File: src/rtl/fft_result_serializer.sv
// ---------------------------------------------------------------------------
// fft_result_serializer
//   Captures one frame of eight parallel signed FFT results and streams them
//   out one sample per beat over a valid/ready interface. With REORDER = 1
//   the slots are emitted in bit-reversed order (1,5,3,7,2,6,4,8), which puts
//   the radix-2 datapath output back into natural frequency-bin order.
//
// Ports
//   clk          system clock, all state changes on the rising edge
//   rst          synchronous active-high reset
//   in1..in8     signed frame samples, slot n = in<n>
//   frame_valid  frame on in1..in8 is valid this cycle
//   frame_ready  frame is accepted this cycle (combinational from dout_ready)
//   dout         current serial sample (registered)
//   dout_index   bin index of dout in emission order, 0..7
//   dout_last    high on the 8th beat of a frame
//   dout_valid   dout / dout_index / dout_last are valid
//   dout_ready   consumer accepts the beat
//   frame_drop   one-cycle pulse after a refused frame
//   drop_count   saturating count of refused frames
// ---------------------------------------------------------------------------
module fft_result_serializer #(
  parameter int DW      = 8,
  parameter int REORDER = 1
) (
  input  logic                 clk,
  input  logic                 rst,
  input  logic signed [DW-1:0] in1,
  input  logic signed [DW-1:0] in2,
  input  logic signed [DW-1:0] in3,
  input  logic signed [DW-1:0] in4,
  input  logic signed [DW-1:0] in5,
  input  logic signed [DW-1:0] in6,
  input  logic signed [DW-1:0] in7,
  input  logic signed [DW-1:0] in8,
  input  logic                 frame_valid,
  output logic                 frame_ready,
  output logic signed [DW-1:0] dout,
  output logic [2:0]           dout_index,
  output logic                 dout_last,
  output logic                 dout_valid,
  input  logic                 dout_ready,
  output logic                 frame_drop,
  output logic [7:0]           drop_count
);

  typedef enum logic [0:0] {
    ST_IDLE = 1'b0,
    ST_SEND = 1'b1
  } state_t;

  state_t               r_state;
  logic signed [DW-1:0] r_buf [8];
  logic [2:0]           r_cnt;
  logic signed [DW-1:0] r_dout;
  logic                 r_last;
  logic                 r_valid;
  logic                 r_drop;
  logic [7:0]           r_drop_count;

  logic signed [DW-1:0] w_in [8];
  logic                 w_take;
  logic                 w_refuse;
  logic [2:0]           w_cnt_nxt;

  // Emission position k -> buffer slot (0-based). Bit reversal of a 3-bit
  // index gives exactly the 1,5,3,7,2,6,4,8 slot sequence.
  function automatic logic [2:0] slot_of(input logic [2:0] k);
    return (REORDER != 0) ? {k[0], k[1], k[2]} : k;
  endfunction

  assign w_in[0] = in1;
  assign w_in[1] = in2;
  assign w_in[2] = in3;
  assign w_in[3] = in4;
  assign w_in[4] = in5;
  assign w_in[5] = in6;
  assign w_in[6] = in7;
  assign w_in[7] = in8;

  // Ready in IDLE, or on the last beat when it is being consumed, so a new
  // frame can be captured on the same edge that retires the old one.
  assign frame_ready = (r_state == ST_IDLE) ||
                       ((r_state == ST_SEND) && r_last && dout_ready);

  assign w_take    = frame_valid &&  frame_ready;
  assign w_refuse  = frame_valid && !frame_ready;
  assign w_cnt_nxt = r_cnt + 3'd1;

  // NOTE: the sample buffer has no reset; it is only read in SEND, which is
  // entered exclusively through a capture that overwrites every entry.
  always_ff @(posedge clk) begin
    if (!rst && w_take) begin
      r_buf <= w_in;
    end
  end

  // NOTE: all state here uses non-blocking assignments so every register
  // sees pre-edge values, independent of statement order.
  always_ff @(posedge clk) begin
    if (rst) begin
      r_state      <= ST_IDLE;
      r_cnt        <= 3'd0;
      r_dout       <= '0;
      r_last       <= 1'b0;
      r_valid      <= 1'b0;
      r_drop       <= 1'b0;
      r_drop_count <= 8'd0;
    end else begin
      r_drop <= w_refuse;
      if (w_refuse && (r_drop_count != 8'hFF)) begin
        r_drop_count <= r_drop_count + 8'd1;
      end

      if (w_take) begin
        // Fresh frame: beat 0 comes straight from the inputs, since the
        // buffer only holds the new samples after this edge.
        r_state <= ST_SEND;
        r_cnt   <= 3'd0;
        r_dout  <= w_in[slot_of(3'd0)];
        r_last  <= 1'b0;
        r_valid <= 1'b1;
      end else if ((r_state == ST_SEND) && dout_ready) begin
        if (r_last) begin
          r_state <= ST_IDLE;
          r_cnt   <= 3'd0;
          r_last  <= 1'b0;
          r_valid <= 1'b0;
        end else begin
          r_cnt  <= w_cnt_nxt;
          r_dout <= r_buf[slot_of(w_cnt_nxt)];
          r_last <= (w_cnt_nxt == 3'd7);
        end
      end
    end
  end

  assign dout       = r_dout;
  assign dout_index = r_cnt;
  assign dout_last  = r_last;
  assign dout_valid = r_valid;
  assign frame_drop = r_drop;
  assign drop_count = r_drop_count;

endmodule
File: config.mk
export PLATFORM = sky130hd
export DESIGN_NAME = fft_result_serializer
export DESIGN_NICKNAME = d
export VERILOG_FILES = /design/src/rtl/fft_result_serializer.sv
export SDC_FILE = /design/constraint.sdc
export NUM_CORES = 1
export LEC_CHECK = 0
export CAP_MARGIN = 0
export CORE_MARGIN = 5
export CORE_UTILIZATION = 30
export CTS_CLUSTER_SIZE = 30
export DETAILED_ROUTE_END_ITERATION = 10
export PLACE_DENSITY = 0.59
export SLEW_MARGIN = 15
export SYNTH_ARGS = -nofsm -noshare
export SYNTH_HDL_FRONTEND = slang
export SYNTH_SLANG_ARGS = --single-unit
File: constraint.sdc
create_clock -name clk -period 4.25 [get_ports clk]
set_input_delay 0.85 -clock clk [delete_from_list [all_inputs] [get_ports clk]]
set_output_delay 0.85 -clock clk [all_outputs]
set_load 0.02 [all_outputs]
After elaboration in Yosys (flattened, before gate mapping):

Cells that the tools add are included.

* register bits after elaboration: 86
* bits of input ports: 68
* output and inout bits: 23
* logic and storage cells: 48

* add/sub/neg operators: 2
* order comparisons: 1
* equal/unequal tests: 3
* muxes and demuxes: 11
* bitwise logic cells: 2
* reduce and logical (&&, ||, !) cells: 15

Operators with widths (number)
* 8-bit two-way mux: 5
* 8-bit binary-select mux with 3-bit select: 1
* 8-bit by 1-bit adder with 8-bit output, second input constant: 1
* 8-bit inequality test, second input constant: 1
* 1-bit logical AND: 7
* 4-bit >= comparator, second input constant: 1
* 1-bit two-way mux: 4
* 3-bit NOT with 4-bit output: 1
* 2-bit AND reduction: 2
* 2-bit nonzero test: 2
* 3-bit by 1-bit adder with 3-bit output, second input constant: 1
* 3-bit == test, second input constant: 1
* 3-bit two-way mux: 1
* 1-bit logical NOT: 2
* 2-bit by 1-bit inequality test with 1-bit output, second input constant: 1
* 2-bit OR reduction: 1
* 1-bit logical OR: 1
* 1-bit NOT: 1

Logic depth before layout (Yosys ltp):

Gate-level depths: netlist of run 1.

* depth after elaboration: 8
* depth in mapped cells: 7

Least setup slack after synthesis of run 1:

Ideal clock, no wire load.

* kind: input to register
* start: input port frame_valid
* end: register r_buf[0] (netlist bit) (enable)
* arrival time: 3.843 ns
* required time: 3.765 ns
* slack: -0.078 ns
* stages: 3
* buffers on the path: 1
* cells stage by stage: inv_1 > clkbuf_1 > nor3_2

* longest elaborated chain between the ends: 2

RTL lines
* from (decl): RTL line 36 `input logic frame_valid,`
* 1-bit logical AND: RTL line 86 `assign w_take = frame_valid && frame_ready;`
* 1-bit logical AND: RTL line 93 `if (!rst && w_take) begin`
* to (signal assigned): RTL line 94 `r_buf <= w_in;`
* to (decl): RTL line 53 `logic signed [DW-1:0] r_buf [8];`

No other way between the ends.
A chain may end at the register's enable or synchronous reset.

Worst setup path after layout of run 1:

* start: input port dout_ready
* end: output port frame_ready

* longest elaborated chain between the ends: 2

RTL lines
* from (decl): RTL line 42 `input logic dout_ready,`
* 1-bit logical AND: RTL line 84 `((r_state == ST_SEND) && r_last && dout_ready);`
* 1-bit logical OR: RTL line 83 `assign frame_ready = (r_state == ST_IDLE) ||`
* to (decl): RTL line 37 `output logic frame_ready,`

No other way between the ends.

==> results of run 1 <==
routing by layer:
layer | part of all wire, % | track usage, % | routed length (um)
met2 | 48 | 18.6 | 3880
met1 | 45 | 15.4 | 3670
met3 | 6.3 | 4.12 | 515
met4 | 1.3 | 3.98 | 107
met5 | 0 | 0 | 0
cell usage after synthesis, types with 2 or more instances:
| master | instances | area [um^2] |
|---|---|---|
| sky130_fd_sc_hd__edfxtp_1 | 64 | 1920 |
| sky130_fd_sc_hd__dfxtp_1 | 22 | 440 |
| sky130_fd_sc_hd__nand2_1 | 18 | 67.6 |
| sky130_fd_sc_hd__mux2i_1 | 15 | 150 |
| sky130_fd_sc_hd__a21oi_1 | 13 | 65.1 |
| sky130_fd_sc_hd__nor2_1 | 13 | 48.8 |
| sky130_fd_sc_hd__nor2b_1 | 9 | 56.3 |
| sky130_fd_sc_hd__mux4_2 | 7 | 158 |
| sky130_fd_sc_hd__clkbuf_1 | 6 | 22.5 |
| sky130_fd_sc_hd__o21ai_0 | 6 | 30.0 |
| sky130_fd_sc_hd__a221oi_1 | 5 | 43.8 |
| sky130_fd_sc_hd__a32o_1 | 5 | 50.1 |
| sky130_fd_sc_hd__or2_0 | 5 | 31.3 |
| sky130_fd_sc_hd__inv_1 | 4 | 15.0 |
| sky130_fd_sc_hd__ha_1 | 3 | 37.5 |
| sky130_fd_sc_hd__mux2_2 | 3 | 33.8 |
| sky130_fd_sc_hd__nand3_1 | 3 | 15.0 |
| sky130_fd_sc_hd__o21a_1 | 3 | 22.5 |
| sky130_fd_sc_hd__o2bb2ai_1 | 3 | 26.3 |
| sky130_fd_sc_hd__o31ai_1 | 3 | 22.5 |
| sky130_fd_sc_hd__or4_1 | 3 | 22.5 |
| sky130_fd_sc_hd__nand4_1 | 2 | 12.5 |
| sky130_fd_sc_hd__nand4b_1 | 2 | 17.5 |
| sky130_fd_sc_hd__nor3_1 | 2 | 10.0 |
| sky130_fd_sc_hd__o41ai_2 | 2 | 32.5 |
| sky130_fd_sc_hd__xor2_1 | 2 | 17.5 |
state kept, by name, indices dropped and copies added, names as in the netlist:
register / flops
dout_index: 3
dout_last: 1
r_buf: 64
dout_valid: 1
drop_count: 8
frame_drop: 1
dout: 8
logic make-up (layout without fill, tap and decap cells):
family / count (synthesis) / after routing / share of synthesized area [%]
flops: 86 / 86 / 66.3
compound gates: 45 / 45 / 9.45
xor+xnor: 3 / 3 / 1.27
simple gates: 65 / 65 / 9.66
fa+ha+maj: 3 / 3 / 1.05
mux: 26 / 26 / 10.3
buf+inv: 13 / 114 / 1.90
worst paths after layout:
| check | startpoint | end | slack, ns | cells past startpoint |
|---|---|---|---|---|
| max | dout_ready | frame_ready | 0.70 | 4 |
| min reg2reg | drop_count[7]$_SDFFE_PP0P_ | drop_count[7]$_SDFFE_PP0P_ | 0.52 | 2 |
| max reg2reg | dout_index[0]$_SDFFE_PP0P_ | dout[7]$_SDFFE_PP0P_ | 1.83 | 6 |
| min | drop_count[7]$_SDFFE_PP0P_ | drop_count[7]$_SDFFE_PP0P_ | 0.52 | 2 |
tightest hold or removal path, stage by stage (launching register included):
cell and delay [ns]:
sky130_fd_sc_hd__dfxtp_1 0.34, sky130_fd_sc_hd__o31ai_1 0.07, sky130_fd_sc_hd__a21oi_1 0.06
layout make-up:
class,instances,share of cell area (%)
Sequential cell,86,48.1
Multi-Input combinational cell,142,23.1
Timing Repair Buffer,93,19.0
Clock buffer,10,4.86
Inverter,5,0.382
Tap cell,143,3.64
Clock inverter,6,0.866
power breakdown:
part,total (mW),leakage (nW),internal (mW),switching [mW]
Sequential,0.955,0.772,0.939,0.0158
Clock,0.747,0.140,0.416,0.331
Combinational,0.172,0.794,0.0990,0.0731
Total,1.87,1.71,1.45,0.420
cells in the final DEF (no fill, tap or decap), types with 2 or more instances in the layout:
cell,synthesis,final
sky130_fd_sc_hd__mux2_2,3,3
sky130_fd_sc_hd__a21oi_1,13,13
sky130_fd_sc_hd__o31ai_1,3,3
sky130_fd_sc_hd__nand4_1,2,2
sky130_fd_sc_hd__buf_4,0,2
sky130_fd_sc_hd__nand4b_1,2,2
sky130_fd_sc_hd__mux2i_1,15,15
sky130_fd_sc_hd__inv_4,0,2
sky130_fd_sc_hd__xor2_1,2,2
sky130_fd_sc_hd__inv_1,4,4
sky130_fd_sc_hd__dfxtp_1,22,22
sky130_fd_sc_hd__nand2_1,18,18
sky130_fd_sc_hd__o21a_1,3,3
sky130_fd_sc_hd__inv_6,0,2
sky130_fd_sc_hd__o41ai_2,2,2
sky130_fd_sc_hd__a221oi_1,5,5
sky130_fd_sc_hd__a32o_1,5,5
sky130_fd_sc_hd__nor2b_1,9,9
sky130_fd_sc_hd__or2_0,5,5
sky130_fd_sc_hd__edfxtp_1,64,64
sky130_fd_sc_hd__clkdlybuf4s50_1,0,90
sky130_fd_sc_hd__nor3_1,2,2
sky130_fd_sc_hd__mux4_2,7,7
sky130_fd_sc_hd__clkbuf_16,0,9
sky130_fd_sc_hd__o21ai_0,6,6
sky130_fd_sc_hd__ha_1,3,3
sky130_fd_sc_hd__nand3_1,3,3
sky130_fd_sc_hd__o2bb2ai_1,3,3
sky130_fd_sc_hd__nor2_1,13,13
sky130_fd_sc_hd__or4_1,3,3
metrics by stage:
step	utilization (%)	cell area, um^2	std cells
floorplan	-	3570	241
detailed placement	40.2	4630	469
finish	42.7	4910	485
global placement	40.2	4630	469
global route	42.7	4910	485
CTS	42.7	4910	485
==> parameters.txt, run 1 <==
Parameter                              Value

Route
  Final WL    about 8 mm
  Final antenna-violating net count    0
  First drt pass iteration count    4
  Average wire length per cell after detail routing    16.9 um
  Remaining routing DRC violations    0
  First-iteration detailed-routing DRC count    about 180
  Detail-routed via count per cell    between 4 and 5
  Via count of the routed design    2,383

Power
  Power Total    between 1.5 and 2 mW
  Pwr per Cell Area    between 300 and 400 mW/mm^2
  Worst-case vdd ir drop    0.000168 V
  Leakage component of the power    1.71 nW

STA
  Tightest Pin Transition    just under 0.9 ns
  Count of pins over their slew limit    0
  Setup-failing EPs final    0
  Setup repair after global routing missed its margin    false
  Clock period minus final worst setup slack    ~3.6 ns
  Final Hold Slack    roughly 0.52 ns
  Setup slack of the critical path after layout    0.696 ns
  Share of the clock period used by the worst path    between 80% and 90%
  Worst rel slew slack    between 40% and 50%
  Setup clock skew after layout    about 0.0066 ns
  Max Clk Rate    between 0.2 and 0.3 GHz
  Setup TNS    0 ns
  Number of endpoints with negative hold slack in the final report    0

Clock tree
  Number of H-tree branching levels    3
  Count of cells resized by post-cts repair    0
  Number of CTS-inserted buffers    9
  Number of hold buffers added after CTS    0
  Insertion delay of the later-clocked pin in the worst-skew pair    ~0.34 ns
  Clock edge transition at the registers on the reported setup and hold paths    0.07 ns
  Number of clock sinks seen by CTS    86
  Clock tree from TritonCTS    done
  Post-CTS setup-driven buffer insertion count    0
  CTS Root Cell    sky130_fd_sc_hd__clkbuf_16
  Buffer levels on the longest clock path    2

Critical path
  Crit. End Element    primary output
  Largest delay contributor family on the critical path    buffers and inverters
  Critical setup path kind    primary input to primary output
  Crit path max-delay cell type    sky130_fd_sc_hd__clkdlybuf4s50_1
  Critical Path AT    2.70 ns
  Worst path max stage delay    0.69 ns
  Max Fanout on Critical Path    14
  Critical path required time    3.40 ns
  Crit path launch type    primary input
  Cell chain of the critical path    clkdlybuf4s50_1 > a21boi_2 > inv_1 > clkdlybuf4s50_1
  Buffers plus inverters on the worst setup path    3
  Most prevalent standard cell on the critical path    sky130_fd_sc_hd__clkdlybuf4s50_1

Floorplan
  Die X-Extent    about 120 um
  Core box area    around 0.012 mm^2
  Row count    39
  Number of placed I/O pins    91
  Effective utilization at floorplan    30.9%
  Full die area    ~0.014 mm^2
  Die Span Y    119 um

Yosys
  Post-synthesis sequential area ratio    about two thirds
  Dominant synthesized flop cell    sky130_fd_sc_hd__edfxtp_1
  Number of distinct library cells after synthesis    44
  Post-Syn Nets    roughly 310
  Ys Warns    0
  Post-synthesis sequential element count    86
  Number of enable-type register cells in the synthesized netlist    64
  Cell count after synthesis    241
  Cell area after technology mapping    0.00356 mm^2
  Post-synthesis async set-or-reset flop share    0%
  Post-Synthesis Mean Instance Area    14.8 um^2

Layout
  Area Overhead vs Synth    38.0%
  ANT cells    0
  Seq. cell area    roughly 0.0024 mm^2
  Layout net count    approximately 400
  Proportion of layout cells with a drive suffix above 1    between 10% and 20%
  Area of combinational cells with multiple inputs    0.00114 mm^2
  Filler Cells Inserted    about 1,100

Place
  HPWL after DPL    a little under 6 mm
  Post-place setup slack    around 0.72 ns
  GPL Wtd Cong    around 0.77
  Count of buffers from port buffering    90

GRT
  Global-route congestion overflow total    0
  Number of global-route vias before repair    roughly 2,600
  Pin count of the biggest net entering global routing    between 70 and 80
  First-pass GRT wire length    ~13 mm
  Overall global routing resource usage    between 10% and 20%
  Antenna violations before repair    0

Hold path
  Hold Path Class    flip-flop to flip-flop

Job
  Reported max-cap violation count    0

Status
  Status    finished clean
No activity file was read; power rests on OpenSTA's default activity.
==> run 2: changes to the inputs <==
==> constraint.sdc (replaced) <==
create_clock -name clk -period 3.25 [get_ports clk]
set_input_delay 0.65 -clock clk [delete_from_list [all_inputs] [get_ports clk]]
set_output_delay 0.65 -clock clk [all_outputs]
set_load 0.02 [all_outputs]
==> parameters.txt, run 2 (synthesis gave the netlist of run 1 again) <==
Parameter                              Value

Floorplan
  Die Span Y    119 um (unchanged)
  Core box area    0.0115 mm^2 (unchanged)
  Die X-Extent    119 um (unchanged)
  Row count    39 (unchanged)
  Effective utilization at floorplan    30.9% (unchanged)
  Number of placed I/O pins    91 (unchanged)
  Full die area    0.0141 mm^2 (unchanged)

Clock tree
  Post-CTS setup-driven buffer insertion count    0 (unchanged)
  Number of hold buffers added after CTS    0 (unchanged)
  Number of H-tree branching levels    3 (unchanged)
  Buffer levels on the longest clock path    2 (unchanged)
  Number of clock sinks seen by CTS    86 (unchanged)
  Clock tree from TritonCTS    done
  Count of cells resized by post-cts repair    0 (unchanged)
  Insertion delay of the later-clocked pin in the worst-skew pair    0.34 ns (about the same)
  Clock edge transition at the registers on the reported setup and hold paths    0.07 ns (about the same)
  CTS Root Cell    sky130_fd_sc_hd__clkbuf_16
  Number of CTS-inserted buffers    9 (unchanged)

Status
  Status    finished clean

Critical path
  Critical setup path kind    primary input to primary output
  Crit path launch type    primary input
  Crit. End Element    primary output
  Critical Path AT    1.95 ns (-0.75 ns)
  Critical path required time    2.60 ns (-0.80 ns)
  Max Fanout on Critical Path    3 (-11)

STA
  Count of pins over their slew limit    0 (unchanged)
  Worst rel slew slack    59.7% (+19 points)
  Share of the clock period used by the worst path    roughly four fifths
  Setup TNS    0 ns (unchanged)
  Tightest Pin Transition    0.602 ns (-0.282 ns)
  Clock period minus final worst setup slack    about 2.6 ns
  Final Hold Slack    0.505 ns (-0.0165 ns)
  Number of endpoints with negative hold slack in the final report    0 (unchanged)
  Setup repair after global routing missed its margin    false
  Setup-failing EPs final    0 (unchanged)
  Setup clock skew after layout    0.0129 ns (+0.00631 ns)
  Max Clk Rate    0.385 GHz

Hold path
  Hold Path Class    flip-flop to flip-flop

GRT
  Global-route congestion overflow total    0 (unchanged)
  Number of global-route vias before repair    2,491 (-2.3%)
  First-pass GRT wire length    13.1 mm (-0.47%)
  Antenna violations before repair    0 (unchanged)
  Overall global routing resource usage    12.0% (+0.086 points)
  Pin count of the biggest net entering global routing    73 (unchanged)

Route
  Final WL    8.31 mm (+1.6%)
  Via count of the routed design    2,408 (+1.0%)
  Final antenna-violating net count    0 (unchanged)
  First drt pass iteration count    4 (unchanged)
  First-iteration detailed-routing DRC count    169 (-3.4%)
  Detail-routed via count per cell    4.92 (+0.22%)
  Average wire length per cell after detail routing    17.0 um (+0.80%)
  Remaining routing DRC violations    0 (unchanged)

Layout
  Layout net count    412 (+0.98%)
  Flip-flop count of the largest register, all copies and words added    64 (unchanged)
  Area Overhead vs Synth    39.2%
  Filler Cells Inserted    1,073 (-1.6%)
  Proportion of layout cells with a drive suffix above 1    10.7% (+0.46 points)
  ANT cells    0 (unchanged)
  Most frequent standard cell in the layout excluding fill and tap cells    sky130_fd_sc_hd__clkdlybuf4s50_1
  Highest-count cells in the layout ignoring fill and taps    sky130_fd_sc_hd__clkdlybuf4s50_1, sky130_fd_sc_hd__edfxtp_1, sky130_fd_sc_hd__dfxtp_1
  Register name with the most flops    r_buf

Place
  GPL Wtd Cong    0.786 (+2.1%)
  Count of buffers from port buffering    90 (unchanged)
  HPWL after DPL    5.93 mm (+2.4%)

Power
  Pwr per Cell Area    501 mW/mm^2 (+32%)
  Leakage component of the power    1.73 nW (+1.5%)
  Worst-case vdd ir drop    0.000234 V (+39%)

Job
  Reported max-cap violation count    0 (unchanged)
## run 2: changes by cell type in the layout (fill, tap and decap cells not counted)
cell,previous run,this run
sky130_fd_sc_hd__clkinv_1,1,2
sky130_fd_sc_hd__clkinv_4,0,2
sky130_fd_sc_hd__clkinv_2,1,0
sky130_fd_sc_hd__buf_4,2,6
sky130_fd_sc_hd__clkbuf_1,0,1
sky130_fd_sc_hd__inv_6,2,0
sky130_fd_sc_hd__clkbuf_16,9,10
sky130_fd_sc_hd__clkinvlp_4,1,0
sky130_fd_sc_hd__inv_4,2,1
## run 2: final timing paths
path,startpoint,to,slack (ns),cells past startpoint
worst max-delay path,dout_ready,frame_ready,0.65,4
worst min-delay path,drop_count[7]$_SDFFE_PP0P_,drop_count[7]$_SDFFE_PP0P_,0.51,2
worst max register to register,dout_index[0]$_SDFFE_PP0P_,dout[7]$_SDFFE_PP0P_,0.88,6
worst min register to register,drop_count[7]$_SDFFE_PP0P_,drop_count[7]$_SDFFE_PP0P_,0.51,2
## run 2: final cells by class
| cell class | instances | area (um^2) | area share, % |
|---|---|---|---|
| sequential | 86 | 2360 | 47.6 |
| multi-input combinational | 142 | 1140 | 22.9 |
| timing repair buffer | 97 | 966 | 19.5 |
| clock buffer | 12 | 268 | 5.40 |
| tap | 143 | 179 | 3.61 |
| clock inverter | 4 | 27.5 | 0.555 |
| inverter | 5 | 18.8 | 0.379 |
## run 2: worst max-delay path: stages
cell and delay, ns:
sky130_fd_sc_hd__clkdlybuf4s50_1 0.50, sky130_fd_sc_hd__a21boi_2 0.07, sky130_fd_sc_hd__inv_1 0.11, sky130_fd_sc_hd__clkdlybuf4s50_1 0.61
## run 2: power by group
| part | internal, mW | switching (mW) |
|---|---|---|
| combinational | 0.133 | 0.100 |
| clock | 0.586 | 0.421 |
| sequential | 1.23 | 0.0172 |
| total | 1.95 | 0.538 |
## run 2: metrics by stage
stage	setup WS (ns)	power [mW]	std cells	util, %	instance area (um^2)
after floorplan	0.172	1.36	241	-	3570
after global placement	0.681	1.50	473	40.5	4660
after detailed placement	0.667	1.51	473	40.5	4660
after CTS	0.659	2.52	489	43.1	4960
after global routing	0.608	2.58	489	43.1	4960
final	0.654	2.49	489	43.1	4960
## run 2: routing by layer
metal / GRT usage [%] / vias up / share of wire, %
met5: 0 / - / 0
met4: 4.34 / 0 / 1.0
met3: 4.74 / 9 / 6.9
met2: 19.0 / 69 / 48
met1: 14.8 / 1187 / 44
li1: - / 1143 / -
